[config.mk]
export PLATFORM = sky130hd
export DESIGN_NAME = imem_fetch_arbiter
export DESIGN_NICKNAME = d
export VERILOG_FILES = /design/src/rtl/imem_arb_pkg.sv /design/src/rtl/arb_tag_fifo.sv /design/src/rtl/imem_fetch_arbiter.sv
export SDC_FILE = /design/constraint.sdc
export NUM_CORES = 1
export LEC_CHECK = 0
export CAP_MARGIN = 5
export CORE_AREA = 2 2 69 71
export CTS_BUF_LIST = sky130_fd_sc_hd__clkbuf_8 sky130_fd_sc_hd__clkbuf_16
export CTS_CLUSTER_DIAMETER = 40
export CTS_CLUSTER_SIZE = 25
export DETAILED_ROUTE_END_ITERATION = 7
export DIE_AREA = 0 0 71 73
export DONT_BUFFER_PORTS = 1
export PLACE_DENSITY = 0.41
export REMOVE_ABC_BUFFERS = 1
export SYNTH_ARGS = -nofsm -noshare
export SYNTH_HDL_FRONTEND = slang
export SYNTH_SLANG_ARGS = --single-unit
[constraint.sdc]
create_clock -name clock -period 2.3 [get_ports clock]
set_input_delay 0.115 -clock clock [delete_from_list [all_inputs] [get_ports clock]]
set_output_delay 0.115 -clock clock [all_outputs]
set_load 0.01 [all_outputs]
[src/rtl/imem_arb_pkg.sv]
// Shared definitions for the instruction-memory fetch arbiter.
// Optional feature macro: IMEM_ARB_PERF_COUNTERS_EN (per-requester grant/wait counters).
package imem_arb_pkg;

    // Width of each performance counter
    localparam int PERF_CNT_W = 32;

    // Requester-index width: a single requester still needs one tag bit
    function automatic int tag_width(input int n);
        return (n <= 2) ? 1 : $clog2(n);
    endfunction

    // LSB of requester idx's slice in a flattened address bus
    function automatic int addr_lsb(input int idx, input int aw);
        return idx * aw;
    endfunction

endpackage

[src/rtl/arb_tag_fifo.sv]
// Synchronous tag FIFO: remembers which requester issued each outstanding read.
// Push when full and pop when empty are ignored.
module arb_tag_fifo #(
    parameter int DEPTH = 4,
    parameter int WIDTH = 1
) (
    input  logic                     clock,
    input  logic                     reset,
    input  logic                     push,
    input  logic [WIDTH-1:0]         push_data,
    input  logic                     pop,
    output logic [WIDTH-1:0]         pop_data,
    output logic [$clog2(DEPTH):0]   count,
    output logic                     full,
    output logic                     empty
);

    localparam int PW = $clog2(DEPTH);
    localparam int CW = PW + 1;

    logic [WIDTH-1:0] mem_q [DEPTH];
    logic [WIDTH-1:0] mem_d [DEPTH];
    logic [PW-1:0]    wr_ptr_q, wr_ptr_d;
    logic [PW-1:0]    rd_ptr_q, rd_ptr_d;
    logic [CW-1:0]    count_q, count_d;
    logic             do_push, do_pop;

    assign full     = (count_q == CW'(DEPTH));
    assign empty    = (count_q == '0);
    assign count    = count_q;
    assign pop_data = mem_q[rd_ptr_q];

    // Next-state: pointers wrap naturally since DEPTH is a power of two
    always_comb begin
        do_push  = push & ~full;
        do_pop   = pop & ~empty;
        mem_d    = mem_q;
        if (do_push) mem_d[wr_ptr_q] = push_data;
        wr_ptr_d = wr_ptr_q + PW'(do_push);
        rd_ptr_d = rd_ptr_q + PW'(do_pop);
        count_d  = count_q + CW'(do_push) - CW'(do_pop);
    end

    // Control state is reset; storage contents need not be
    always_ff @(posedge clock) begin
        if (reset) begin
            wr_ptr_q <= '0;
            rd_ptr_q <= '0;
            count_q  <= '0;
        end else begin
            wr_ptr_q <= wr_ptr_d;
            rd_ptr_q <= rd_ptr_d;
            count_q  <= count_d;
        end
    end

    // Tag storage
    always_ff @(posedge clock) begin
        mem_q <= mem_d;
    end

endmodule

[src/rtl/imem_fetch_arbiter.sv]
// Round-robin arbiter sharing one instruction-memory read port among NUM_REQ
// fetch units. Ready depends only on registered state and mem_ready, so there
// is no combinational loop through a requester's read strobe. Responses are
// returned in order to their issuer using a tag FIFO.
// Optional: define IMEM_ARB_PERF_COUNTERS_EN to add perf_grants / perf_wait.
module imem_fetch_arbiter
    import imem_arb_pkg::*;
#(
    parameter int NUM_REQ         = 2,
    parameter int DATA_WIDTH      = 32,
    parameter int ADDRESS_BITS    = 20,
    parameter int MAX_OUTSTANDING = 4
) (
    input  logic                            clock,
    input  logic                            reset,
    input  logic [NUM_REQ-1:0]              req_read,
    input  logic [NUM_REQ*ADDRESS_BITS-1:0] req_read_address,
    output logic [NUM_REQ-1:0]              req_ready,
    output logic [NUM_REQ-1:0]              req_valid,
    output logic [DATA_WIDTH-1:0]           req_out_data,
    output logic [ADDRESS_BITS-1:0]         req_out_addr,
    output logic                            mem_read,
    output logic [ADDRESS_BITS-1:0]         mem_read_address,
    input  logic                            mem_ready,
    input  logic                            mem_valid,
    input  logic [DATA_WIDTH-1:0]           mem_out_data,
    input  logic [ADDRESS_BITS-1:0]         mem_out_addr,
    output logic                            resp_error
`ifdef IMEM_ARB_PERF_COUNTERS_EN
    ,
    output logic [NUM_REQ*PERF_CNT_W-1:0]   perf_grants,
    output logic [NUM_REQ*PERF_CNT_W-1:0]   perf_wait
`endif
);

    localparam int TAG_W = tag_width(NUM_REQ);
    localparam int CNT_W = $clog2(MAX_OUTSTANDING) + 1;

    logic [TAG_W-1:0] owner_q, owner_d;
    logic             resp_error_q, resp_error_d;
    logic             accept;
    logic             pop;
    logic [TAG_W-1:0] head_tag;
    logic [CNT_W-1:0] fifo_count;
    logic             fifo_full, fifo_empty;

    // Responses are broadcast; only req_valid is steered
    assign req_out_data = mem_out_data;
    assign req_out_addr = mem_out_addr;
    assign mem_read     = accept;
    assign resp_error   = resp_error_q;

    // Grant the owner only; mux the owner's address to memory
    always_comb begin
        req_ready        = '0;
        mem_read_address = '0;
        for (int i = 0; i < NUM_REQ; i++) begin
            if (owner_q == TAG_W'(i)) begin
                req_ready[i]     = ~reset & mem_ready & ~fifo_full;
                mem_read_address = req_read_address[addr_lsb(i, ADDRESS_BITS) +: ADDRESS_BITS];
            end
        end
        accept = |(req_read & req_ready);
    end

    // Pop on any response while tags are outstanding; steer valid by head tag
    always_comb begin
        pop       = mem_valid & ~fifo_empty & ~reset;
        req_valid = '0;
        for (int i = 0; i < NUM_REQ; i++) begin
            req_valid[i] = pop & (head_tag == TAG_W'(i));
        end
    end

    // Owner rotates every cycle regardless of accept; orphan responses latch the error
    always_comb begin
        owner_d      = (owner_q == TAG_W'(NUM_REQ - 1)) ? '0 : owner_q + TAG_W'(1);
        resp_error_d = resp_error_q | (mem_valid & fifo_empty);
    end

    // Owner pointer and sticky error flag
    always_ff @(posedge clock) begin
        if (reset) begin
            owner_q      <= '0;
            resp_error_q <= 1'b0;
        end else begin
            owner_q      <= owner_d;
            resp_error_q <= resp_error_d;
        end
    end

    arb_tag_fifo #(
        .DEPTH (MAX_OUTSTANDING),
        .WIDTH (TAG_W)
    ) u_tag_fifo (
        .clock     (clock),
        .reset     (reset),
        .push      (accept),
        .push_data (owner_q),
        .pop       (pop),
        .pop_data  (head_tag),
        .count     (fifo_count),
        .full      (fifo_full),
        .empty     (fifo_empty)
    );

`ifdef IMEM_ARB_PERF_COUNTERS_EN
    logic [PERF_CNT_W-1:0] grants_q [NUM_REQ];
    logic [PERF_CNT_W-1:0] grants_d [NUM_REQ];
    logic [PERF_CNT_W-1:0] wait_q   [NUM_REQ];
    logic [PERF_CNT_W-1:0] wait_d   [NUM_REQ];

    // Count accepts and stalled-read cycles per requester; wrap naturally
    always_comb begin
        perf_grants = '0;
        perf_wait   = '0;
        for (int i = 0; i < NUM_REQ; i++) begin
            grants_d[i] = grants_q[i] + PERF_CNT_W'(req_read[i] & req_ready[i]);
            wait_d[i]   = wait_q[i] + PERF_CNT_W'(req_read[i] & ~req_ready[i]);
            perf_grants[i*PERF_CNT_W +: PERF_CNT_W] = grants_q[i];
            perf_wait[i*PERF_CNT_W +: PERF_CNT_W]   = wait_q[i];
        end
    end

    // Performance counter registers
    always_ff @(posedge clock) begin
        for (int i = 0; i < NUM_REQ; i++) begin
            if (reset) begin
                grants_q[i] <= '0;
                wait_q[i]   <= '0;
            end else begin
                grants_q[i] <= grants_d[i];
                wait_q[i]   <= wait_d[i];
            end
        end
    end
`endif

    // Occupancy is observable only through full/empty at this level
    logic unused_count;
    assign unused_count = ^fifo_count;

endmodule

Word level (Yosys, flattened, before mapping) --
Cells that the tools add are included. Widths: inputs -> output; s select.
Operators by class: muxes and demuxes 9, bitwise operators 17, order comparisons 3, eq/ne operators 1, reduce and logical (&&, ||, !) cells 4, add/sub/neg operators 5
Operators by type and width (number):
- $mux 20 | 1
- $and 1x1->1 | 9
- $ge 3x3->1 const B | 2
- $not 2->3 | 2
- $mux 1 | 5
- $add 2x1->2 | 2
- $bwmux 4 | 1
- $not 1->1 | 4
- $reduce_or 2->1 | 2
- $add 3x1->3 | 1
- $eq 3x3->1 const B | 1
- $logic_not 3->1 | 1
- $lt 3x1->1 const B | 1
- $sub 3x1->3 | 1
- $and 2x2->2 | 1
- $bmux 1 s2 | 1
- $demux 1 s2 | 1
- $add 1x1->1 const B | 1
- $logic_and 1x1->1 | 1
- $or 1x1->1 | 1
Storage, ports and cells: output and inout bits 78, register bits 13, input bits 98

Depth between registers and ports, before layout --
Gate-level depths: netlist of run 1.
depth after elaboration 9, mapped depth 9, depth with buffers taken out 8

Modules after synthesis --
Synthesis of run 1 repeated with hierarchy kept, for this count alone.
Second synthesis, totals: cell total of the unflattened synthesis 130, area total of the unflattened synthesis 1335.0 µm²
Modules (own cells, without submodules):
- imem_fetch_arbiter | area each 830.8 µm², cells each 89, times used 1
- arb_tag_fifo | area each 504.2 µm², cells each 41, times used 1

Worst setup path after synthesis of run 1 --
Ideal clock, no wire load.
kind reg-to-reg, start register owner_q, end register u_tag_fifo.count_q[2] (netlist: u_tag_fifo.count[2]), buffers on the path 1, data required time 2183 ps, stages on the path, launching flop included 10, path slack 374 ps, data arrival time 1809 ps, cell sequence dfxtp_1 > buf_4 > mux2i_1 > a211o_1 > inv_2 > ha_1 > fa_1 > xnor2_1 > xnor2_1 > nor2_1
On the way: word-level cells in the longest chain between the ends 6
RTL lines:
- start: declaration | RTL line imem_fetch_arbiter.sv:39 | logic [TAG_W-1:0] owner_q, owner_d;
- start signal: assignment | RTL line imem_fetch_arbiter.sv:87 | owner_q <= owner_d;
- $mux 1 | RTL line imem_fetch_arbiter.sv:58 | if (owner_q == TAG_W'(i)) begin
- $and 2x2->2 * | RTL line imem_fetch_arbiter.sv:63 | accept = |(req_read & req_ready);
- $reduce_or 2->1 * | RTL line imem_fetch_arbiter.sv:63
- $and 1x1->1 * | RTL line arb_tag_fifo.sv:35 | do_push = push & ~full;
- $add 3x1->3 * | RTL line arb_tag_fifo.sv:41 | count_d = count_q + CW'(do_push) - CW'(do_pop);
- $sub 3x1->3 * | RTL line arb_tag_fifo.sv:41
- end signal: assignment | RTL line arb_tag_fifo.sv:53 | count_q <= count_d;
- end: declaration | RTL line arb_tag_fifo.sv:25 | logic [CW-1:0] count_q, count_d;
Mark *: on every way between the ends. The rest lies on a longest branch, timed or not. A chain may end at the register's enable or synchronous reset.

Worst setup path after layout of run 1 --
start register u_tag_fifo.count_q[1] (netlist: u_tag_fifo.count[1]), end register u_tag_fifo.count_q[2] (netlist: u_tag_fifo.count[2])
On the way: word-level cells in the longest chain between the ends 9
RTL lines:
- $eq 3x3->1 | RTL line arb_tag_fifo.sv:28 | assign full = (count_q == CW'(DEPTH));
- $not 1->1 | RTL line arb_tag_fifo.sv:35, imem_fetch_arbiter.sv:59
- $and 1x1->1 | RTL line imem_fetch_arbiter.sv:59 | req_ready[i] = ~reset & mem_ready & ~fifo_full;
- $mux 1 | RTL line imem_fetch_arbiter.sv:58
- $and 2x2->2 | RTL line imem_fetch_arbiter.sv:63
- $reduce_or 2->1 | RTL line imem_fetch_arbiter.sv:63
- $and 1x1->1 | RTL line arb_tag_fifo.sv:35
- $add 3x1->3 | RTL line arb_tag_fifo.sv:41
- $sub 3x1->3 * | RTL line arb_tag_fifo.sv:41
Marks and branches as above.

==> results_dict.tcl, run 1 <==
set metrics [dict create \
    yosys.area.top_type_share 0.320 \
    regToRegSetupSlack_ns 0.24 \
    post-place-ws_ns 0.312 \
    cap_violations 0 \
    path_common_cell "xnor2_1" \
    syn-cell-area_mm2 0.00124 \
    wirelength_um 5240 \
    dp_cells 132 \
    cp-start-kind "register" \
    grt_max_degree 28 \
    drtIter0Drc 18 \
    arrival_ns 2.18 \
    fin_ws_ns 0.239 \
    grt_pass1_wl_um 6510 \
    fill_cells 492 \
    busiest_layer "met2" \
    rr_endpoint "u_tag_fifo.count[2]" \
    grt_setup_unrepaired "false" \
    antenna_left 0 \
    tns_ns 0 \
    slew_headroom 0.703 \
    p_per_area_mw_per_mm2 723 \
    use_met3 0.285 \
    dieHeight_um 73 \
    grt_usage 0.190 \
    gp_congestion 0.885 \
    grt_pass1_vias 732 \
    synth-edff-count 4 \
    worstSkewPairLatency_ns 0.24 \
    hold_start "mem_valid" \
    min_to "resp_error" \
    drt-wirelength-per-cell_um 38.3 \
    dieWidth_um 71 \
    cts_setup_buffers 0 \
    path_cells "nor3_2, or3_1, nand2_1, ha_1, fa_1, xnor2_1, xnor2_1, nor2_1" \
    r2r_cells 8 \
    synth_seq_area_share 0.241 \
    clock.fmax_mhz 485 \
    fin_cells 137 \
    synth_warnings 0 \
    status "finished, final reports clean" \
    finalSetupViolations 0 \
    r2r_start "u_tag_fifo.count[1]" \
    synthCells 133 \
    crit_family "simple AND/OR/NAND/NOR gates" \
    diodes 0 \
    grt_overflow 0 \
    slew_viol_final 0 \
    fin_crit_sh 0.896 \
    synthTopCellsByArea "buf_4, mux2_2, dfxtp_1" \
    antenna_found_initial 0 \
    path_buf_inv 0 \
    synth.distinct_cells 27 \
    grt_use_met2 0.298 \
    yosys.area.top_type "buf_4" \
    worstPathMaxFanout 7 \
    clock_skew_ns 0.00401 \
    cts_root_buf "clkbuf_8" \
    io_buffers 0 \
    clockBufferDepth 2 \
    cts_buffers 3 \
    rows 25 \
    end_kind "register" \
    synth_most_common_cell "buf_4" \
    vdd_drop_max_mv 0.151 \
    final-hold-violation-count 0 \
    htree_levels 1 \
    fin_crit_ns 2.06 \
    clk_pin_slew_ns 0.06 \
    hold_class "in -> reg" \
    start_util 0.274 \
    crit_cells 8 \
    grt_util_met1 0.126 \
    hold_path_depth 2 \
    crit_required_ns 2.42 \
    critPathKind "reg -> reg" \
    drive_above_1_share 0.337 \
    p_leak_nw 0.343 \
    ys_seq_elements 13 \
    area_delta_synth_final_pct -22.7 \
    clkSinkCount 13 \
    place_hpwl_um 4640 \
    vias 759 \
    cp_slowest_stage_delay_ns 0.38 \
    dieArea_mm2 0.00518 \
    coreArea_mm2 0.00454 \
    startpoint "u_tag_fifo.count[1]" \
    cpMaxStageDelayCell "fa_1" \
    route.detailed.drc 0 \
    nNetsFinal 185 \
    dr.pass1.iters 6 \
    worst_pin_slew_ns 0.443 \
    yosys-top-cells-count "buf_4, mux2_2, dfxtp_1, nor2_1" \
    vias_per_cell 5.54 \
    ys.flop_type "dfxtp_1" \
    synthArstFlopShare 0 \
    ios 176 \
    syn_area_per_cell_um2 9.35 \
    cts_tree "yes" \
]
[through the flow]
step                hold WS, ns  total power, mW  cell area [µm²]  utilization
detailed placement        0.185            0.493              906        0.200
global route             0.0569            0.738              961        0.212
CTS                      0.0147            0.701              961        0.212
global placement          0.184            0.491              906        0.200
floorplan                 0.182            0.458              831            -
finish                   0.0225            0.694              961        0.212
[repair_timing]
action	4_1_cts	5_1_grt
hold buffers	1	0
endpoints found under the hold margin	9	0
gates resized for setup	0	0
[worst reg2reg max path: stages (launching register included)]
cell and delay, ns:
dfxtp_1 0.35, nor3_2 0.37, or3_1 0.21, nand2_1 0.07
ha_1 0.19, fa_1 0.38, xnor2_1 0.17, xnor2_1 0.14
nor2_1 0.05
[how the worst max path moves through the flow]
stage	endpoint	slack, ns
after CTS	u_tag_fifo.count[2]	0.25
after global placement	u_tag_fifo.count[2]	0.34
final	u_tag_fifo.count[2]	0.24
after detailed placement	u_tag_fifo.count[2]	0.31
after floorplan	u_tag_fifo.count[2]	-0.06
after global routing	u_tag_fifo.count[2]	0.1
[cells by family (layout without fill, tap and decap cells)]
family	after synthesis	count (layout)	share of synthesized area
adders and majority gates	3	3	0.0362
buffers and inverters	60	10	0.344
and+or+nand+nor	24	24	0.111
xor gates and xnor gates	3	3	0.0211
AOI/OAI and AO/OA	8	8	0.0392
muxes	22	22	0.207
DFF	13	13	0.241
[metal layers]
| layer | share of wire | wire (µm) |
|---|---|---|
| met5 | 0.0065 | 34 |
| met4 | 0.00019 | 1 |
| met3 | 0.31 | 1640 |
| met2 | 0.43 | 2280 |
| met1 | 0.25 | 1290 |
[report_power, final]
| part | leakage, nW | switching [mW] | internal [mW] |
|---|---|---|---|
| registers | 0.110 | 0.0305 | 0.263 |
| clock network | 0.0269 | 0.0816 | 0.118 |
| logic | 0.206 | 0.108 | 0.0938 |
| total | 0.343 | 0.220 | 0.474 |
[state kept, by name, indices dropped and copies added, names as in the netlist]
name,cells
u_tag_fifo.rd_ptr_q,2
u_tag_fifo.mem_q,4
owner_q,1
u_tag_fifo.wr_ptr_q,2
u_tag_fifo.count,3
resp_error,1
[placed cells by master (no fill, tap or decap), drive strengths merged, types with 3 or more instances in the layout]
cell type  netlist  final
nor2b            4      4
or3              3      3
inv              4      5
mux2            20     20
xnor2            3      3
dfxtp            9      9
nor2             6      6
edfxtp           4      4
nand2            3      3
clkbuf           0      3
a21oi            3      3
[final cells by class]
class                   count  area, µm²  share of cell area
repair buffers              2       17.5              0.0182
clock buffers               3       41.3              0.0430
multi-input cells          60        515               0.536
inverters                   4       15.0              0.0156
well taps                  54       67.6              0.0703
flip-flops and latches     13        300               0.312
clock inverters             1       3.75             0.00391
No activity file was read; power rests on OpenSTA's default activity.
==> run 2, diff against run 1 <==
--- a/config.mk
+++ b/config.mk
@@ -5,15 +5,16 @@
 export SDC_FILE = /design/constraint.sdc
 export NUM_CORES = 1
 export LEC_CHECK = 0
-export CAP_MARGIN = 5
-export CORE_AREA = 2 2 69 71
+export ABC_AREA = 1
+export CAP_MARGIN = 40
+export CORE_AREA = 2 2 67 69
 export CTS_BUF_LIST = sky130_fd_sc_hd__clkbuf_8 sky130_fd_sc_hd__clkbuf_16
 export CTS_CLUSTER_DIAMETER = 40
 export CTS_CLUSTER_SIZE = 25
 export DETAILED_ROUTE_END_ITERATION = 7
-export DIE_AREA = 0 0 71 73
+export DIE_AREA = 0 0 69 71
 export DONT_BUFFER_PORTS = 1
-export PLACE_DENSITY = 0.41
+export PLACE_DENSITY = 0.45
 export REMOVE_ABC_BUFFERS = 1
 export SYNTH_ARGS = -nofsm -noshare
 export SYNTH_HDL_FRONTEND = slang
==> run 2 against run 1 <==
Effect of this change:
- critical path depth unchanged
- sequential share of layout area fell by 2.7 points
- worst hold slack improved by 0.019 ns
- die area is 5.5% lower
- critical path type unchanged
- non-clock buffer count is 1 higher
- largest power group unchanged
==> results_dict.tcl, run 2 <==
set metrics [dict create \
    status "finished, final reports clean" \
    drt-wirelength-per-cell_um 28.5 \
    route.detailed.drc 0 \
    synthTopCellsByArea "buf_4, nand2_1, dfxtp_1" \
    arrival_ns 1.97 \
    cts_tree "yes" \
    io_buffers 0 \
    cp_slowest_stage_delay_ns 0.39 \
    slew_headroom 0.777 \
    regToRegSetupSlack_ns 0.45 \
    ios 176 \
    nNetsFinal 250 \
    vdd_drop_max_mv 0.263 \
    fin_crit_ns 1.85 \
    crit_family "simple AND/OR/NAND/NOR gates" \
    yosys.area.top_type_share 0.291 \
    hold_path_depth 2 \
    rr_endpoint "u_tag_fifo.count[2]" \
    clk_pin_slew_ns 0.06 \
    start_util 0.319 \
    yosys.area.top_type "buf_4" \
    synthArstFlopShare 0 \
    cts_root_buf "clkbuf_8" \
    power_mw 0.786 \
    place_hpwl_um 5120 \
    cpMaxStageDelayCell "fa_1" \
    clkSinkCount 13 \
    area_delta_synth_final_pct -21.4 \
    clock.fmax_mhz 540 \
    diodes 0 \
    synth_seq_area_share 0.224 \
    grt_setup_unrepaired "false" \
    synth_warnings 0 \
    ys_seq_elements 13 \
    p_leak_nw 0.507 \
    regMostFlops "u_tag_fifo.mem_q" \
    dieArea_mm2 0.00490 \
    slew_viol_final 0 \
    grt_overflow 0 \
    synth.distinct_cells 24 \
    worst_pin_slew_ns 0.333 \
    cap_violations 0 \
    synth-edff-count 4 \
    grt_pass1_vias 920 \
    largest_reg_flops 4 \
    wl_met2_um 2250 \
    fill_cells 488 \
    path_common_cell "nor3_1" \
    clockBufferDepth 2 \
    grt_max_degree 26 \
    end_kind "register" \
    htree_levels 1 \
    stdcell_area_mm2 0.00105 \
    crit_required_ns 2.42 \
    finalSetupViolations 0 \
    drive_above_1_share 0.0878 \
    path_buf_inv 0 \
    p_per_area_mw_per_mm2 746 \
    yosys-top-cells-count "nand2_1, buf_4, inv_1, nor2_1, dfxtp_1" \
    syn_area_per_cell_um2 6.77 \
    place_area_um2 998 \
    regArea_um2 300 \
    tns_ns 0 \
    multi_input_area_um2 562 \
    layout_commonest_cell "nand2_1" \
    clock_skew_ns 0.0109 \
    syn-cell-area_mm2 0.00134 \
    top_layer "met4" \
    grt_pass1_wl_um 7330 \
    gp_congestion 0.913 \
    cp-start-kind "register" \
    worstSkewPairLatency_ns 0.24 \
    min_to "resp_error" \
    drtIter0Drc 27 \
    most-common-layout-cells "nand2_1, inv_1, nor2_1, dfxtp_1, a21oi_1" \
    path_cells "nor2_2, nand2_2, nand3_1, o21ai_0, ha_1, fa_1, nor3_1, nor3_1" \
    cts_buffers 3 \
    vias 1051 \
    synthCells 198 \
    synth_most_common_cell "nand2_1" \
    dr_wl_met3_um 1720 \
    hold_start "reset" \
    final-hold-violation-count 0 \
    antenna_left 0 \
    critPathKind "reg -> reg" \
    coreArea_mm2 0.00420 \
    worstPathMaxFanout 6 \
    wirelength_um 5690 \
    dr.pass1.iters 5 \
    hold_class "in -> reg" \
    fin_crit_sh 0.805 \
    rows 24 \
    ys.flop_type "dfxtp_1" \
    grt_usage 0.220 \
    r2r_start "u_tag_fifo.count[1]" \
    antenna_found_initial 0 \
    r2r_cells 8 \
    vias_per_cell 5.26 \
    routedLengthMet1_um 1610 \
    dieWidth_um 69 \
    dieHeight_um 71 \
]
-- run 2: cell count changes in the layout (fill, tap and decap cells not counted), sizes merged, moves of 3 or more --
cell,delta
inv,+11
or3,-3
nand2,+73
mux2,-20
nand4,+3
a21oi,+4
nor2,+8
nor2b,-4
-- run 2: per-stage QoR --
step	setup slack [ns]	utilization	hold WS, ns	instances
finish	0.448	0.251	0.0414	200
global route	0.316	0.251	0.0502	200
CTS	0.451	0.251	0.0376	200
detailed placement	0.490	0.238	0.188	195
global placement	0.541	0.238	0.186	195
floorplan	0.0602	-	0.182	141
-- run 2: repair_timing --
| action | CTS | global route |
|---|---|---|
| buffers inserted | 0 | 0 |
| hold endpoints to repair | 7 | 0 |
| hold buffers | 1 | 0 |
| gates resized for setup | 0 | 0 |
-- run 2: cell families after synthesis --
| group | Yosys count | synth area share |
|---|---|---|
| AOI/OAI and AO/OA | 12 | 0.0523 |
| xor gates and xnor gates | 1 | 0.00654 |
| adders and majority gates | 3 | 0.0336 |
| buffers and inverters | 72 | 0.357 |
| DFF | 13 | 0.224 |
| and+or+nand+nor | 97 | 0.327 |
-- run 2: final cells by class --
| type | instances | share of cell area |
|---|---|---|
| Inverter | 15 | 0.0534 |
| Sequential cell | 13 | 0.285 |
| Multi-Input combinational cell | 113 | 0.533 |
| Clock inverter | 1 | 0.00356 |
| Timing Repair Buffer | 3 | 0.0238 |
| Tap cell | 52 | 0.0618 |
| Clock buffer | 3 | 0.0392 |
-- run 2: worst register-to-register path: cells and delay by family (launching register included) --
family / cells / cell delay (ns)
AO/OA/AOI/OAI: 1 / 0.11
adder cells (fa/ha/maj): 2 / 0.59
flip-flops: 1 / 0.35
AND/OR/NAND/NOR: 5 / 0.68
-- run 2: worst max-delay path by stage --
stage	startpoint	to	slack (ns)	depth (start not counted)
CTS	u_tag_fifo.count[1]	u_tag_fifo.count[2]	0.45	8
global route	u_tag_fifo.count[1]	u_tag_fifo.count[2]	0.32	8
floorplan	owner_q	u_tag_fifo.count[2]	0.06	7
finish	u_tag_fifo.count[1]	u_tag_fifo.count[2]	0.45	8
global placement	u_tag_fifo.count[1]	u_tag_fifo.count[2]	0.54	8
detailed placement	u_tag_fifo.count[1]	u_tag_fifo.count[2]	0.49	8
-- run 2: routing by layer --
metal | vias to the layer above | track usage
met2 | 154 | 0.309
met3 | 16 | 0.311
li1 | 455 | -
met1 | 426 | 0.179
met5 | - | 0.0707
met4 | 0 | 0.0349
-- run 2: where the power goes --
group          total (mW)  switching (mW)  leakage, nW  internal, mW
logic               0.281           0.185        0.370        0.0952
clock network       0.198          0.0810       0.0269         0.117
registers           0.307          0.0357        0.110         0.271
==> run 3, diff against run 2 <==
--- a/config.mk
+++ b/config.mk
@@ -14,7 +14,7 @@
 export DETAILED_ROUTE_END_ITERATION = 7
 export DIE_AREA = 0 0 69 71
 export DONT_BUFFER_PORTS = 1
-export PLACE_DENSITY = 0.45
+export PLACE_DENSITY = 0.47
 export REMOVE_ABC_BUFFERS = 1
 export SYNTH_ARGS = -nofsm -noshare
 export SYNTH_HDL_FRONTEND = slang
==> constraint.sdc (replaced) <==
create_clock -name clock -period 1.5 [get_ports clock]
set_input_delay 0.075 -clock clock [delete_from_list [all_inputs] [get_ports clock]]
set_output_delay 0.075 -clock clock [all_outputs]
set_load 0.01 [all_outputs]
==> run 3 against run 2 <==
Effect of this change:
- the run now ends with hold timing, setup timing left
- die area is the same
- sequential share of layout area shrank 2.7 points
- worst setup slack lost 0.48 ns
- combinational power grew 130%
- worst hold slack lost 0.15 ns
- register-to-register slack lost 0.48 ns
- maximum frequency grew 21%
- cell area grew 14%
- via count is the same
- core utilization grew 3.5 points
- critical path depth is the same
==> results_dict.tcl, run 3 (synthesis gave the netlist of run 2 again) <==
set metrics [dict create \
    worstPathMaxFanout 3 \
    cp_slowest_stage_delay_ns 0.51 \
    path_buf_inv 1 \
    start_util 0.319 \
    worst_pin_slew_ns 0.280 \
    grt_pass1_wl_um 6720 \
    wirelength_um 5310 \
    io_buffers 0 \
    cts_tree "yes" \
    most-common-layout-cells "nand2_1, inv_1, buf_4, nor2_1, a21oi_1" \
    antenna_found_initial 0 \
    end_kind "register" \
    dr.pass1.iters 6 \
    path_cells "nor2_4, nand2_4, nand4_4, nand2_2, ha_2, fa_2, inv_1, nor2_1" \
    dieArea_mm2 0.00490 \
    route.detailed.drc 0 \
    ios 176 \
    diodes 0 \
    clockBufferDepth 2 \
    vias 1051 \
    area_delta_synth_final_pct -10.3 \
    clkSinkCount 13 \
    cts_root_buf "clkbuf_8" \
    crit_required_ns 1.67 \
    coreArea_mm2 0.00420 \
    hold_ws_ns -0.110 \
    p_per_area_mw_per_mm2 1200 \
    slew_viol_final 0 \
    cts_buffers 3 \
    clock_skew_ns 0.00380 \
    place_hpwl_um 4670 \
    status "finished, violations left" \
    vdd_drop_max_mv 0.483 \
    fin_util 0.286 \
    regMostFlops "u_tag_fifo.mem_q" \
    slew_headroom 0.814 \
    layout_commonest_cell "nand2_1" \
    grt_setup_unrepaired "true" \
    arrival_ns 1.71 \
    finalSetupViolations 2 \
    worstSkewPairLatency_ns 0.24 \
    vias_per_cell 4.93 \
    cts_hold_buf 2 \
    critPathKind "reg -> reg" \
    drtIter0Drc 42 \
    fin_crit_sh 1.02 \
    violations "hold timing, setup timing" \
    fill_cells 479 \
    antenna_left 0 \
    fin_crit_ns 1.54 \
    cp-start-kind "register" \
    hold_class "in -> reg" \
    drive_above_1_share 0.230 \
    largest_reg_flops 4 \
    grt_usage 0.203 \
    cap_violations 0 \
    grt_pass1_vias 899 \
    final-hold-violation-count 6 \
    grt_overflow 0 \
    drt-wirelength-per-cell_um 24.9 \
    htree_levels 1 \
    rows 24 \
    clock.fmax_mhz 651 \
    fin_ws_ns -0.0357 \
    clk_pin_slew_ns 0.06 \
    grt_max_degree 23 \
    dieHeight_um 71 \
    dieWidth_um 69 \
    crit_family "adder cells" \
    p_leak_nw 0.576 \
    tns_ns -0.0593 \
    cpMaxStageDelayCell "fa_2" \
    gp_congestion 0.860 \
    nNetsFinal 263 \
]
==> run 3: changes by cell type in the layout (fill, tap and decap cells not counted), sizes merged <==
| cell | previous run | this run |
|---|---|---|
| buf | 2 | 14 |
| dlygate4sd3 | 1 | 2 |
==> run 3: power breakdown <==
group | internal [mW] | total (mW) | switching, mW | leakage, nW
sequential | 0.431 | 0.506 | 0.0753 | 0.112
combinational | 0.309 | 0.634 | 0.325 | 0.436
clock | 0.181 | 0.306 | 0.126 | 0.0269
total | 0.920 | 1.45 | 0.526 | 0.576
==> run 3: metrics by stage <==
step | worst slack [ns] | total power, mW | instances | cell area (µm²)
after CTS | -0.0576 | 1.38 | 212 | 1170
after global routing | -0.118 | 1.55 | 213 | 1200
after floorplan | -0.740 | 0.819 | 141 | 918
after detailed placement | -0.209 | 1.00 | 204 | 1070
final | -0.0357 | 1.45 | 213 | 1200
after global placement | -0.187 | 1.00 | 204 | 1070
==> run 3: final timing paths <==
check | from | end | slack (ns) | depth (start not counted)
max | u_tag_fifo.count[0] | u_tag_fifo.count[1] | -0.04 | 8
min | reset | u_tag_fifo.count[0] | -0.11 | 1
max reg2reg | u_tag_fifo.count[0] | u_tag_fifo.count[1] | -0.04 | 8
min reg2reg | u_tag_fifo.rd_ptr_q[1] | u_tag_fifo.rd_ptr_q[1] | 0.48 | 2
==> run 3: layer usage <==
metal	share of wire	global-route usage
met1	0.28	0.156
met2	0.38	0.259
met4	0.033	0.0828
met5	0	0.0303
met3	0.31	0.309
==> run 3: worst register-to-register path, stage by stage, from the launching register on <==
cell	delay, ns
dfxtp_2	0.34
nor2_4	0.13
nand2_4	0.08
nand4_4	0.08
nand2_2	0.06
ha_2	0.17
fa_2	0.51
inv_1	0.03
nor2_1	0.07
==> run 3: what timing repair did <==
item                                    CTS  global route
pin swaps                                 2             2
endpoints found under the setup margin    2             2
resized for setup                        10             8
endpoints found under the hold margin     9             6
buffers inserted                          2             1
==> run 3: final cells by class <==
| type | count | area (µm²) | share of cell area |
|---|---|---|---|
| multi-input cells | 113 | 601 | 0.499 |
| flip-flops and latches | 13 | 310 | 0.258 |
| repair buffers | 16 | 125 | 0.104 |
| well taps | 52 | 65.1 | 0.0541 |
| inverters | 15 | 56.3 | 0.0468 |
| clock buffers | 3 | 41.3 | 0.0343 |
| clock inverters | 1 | 3.75 | 0.00312 |
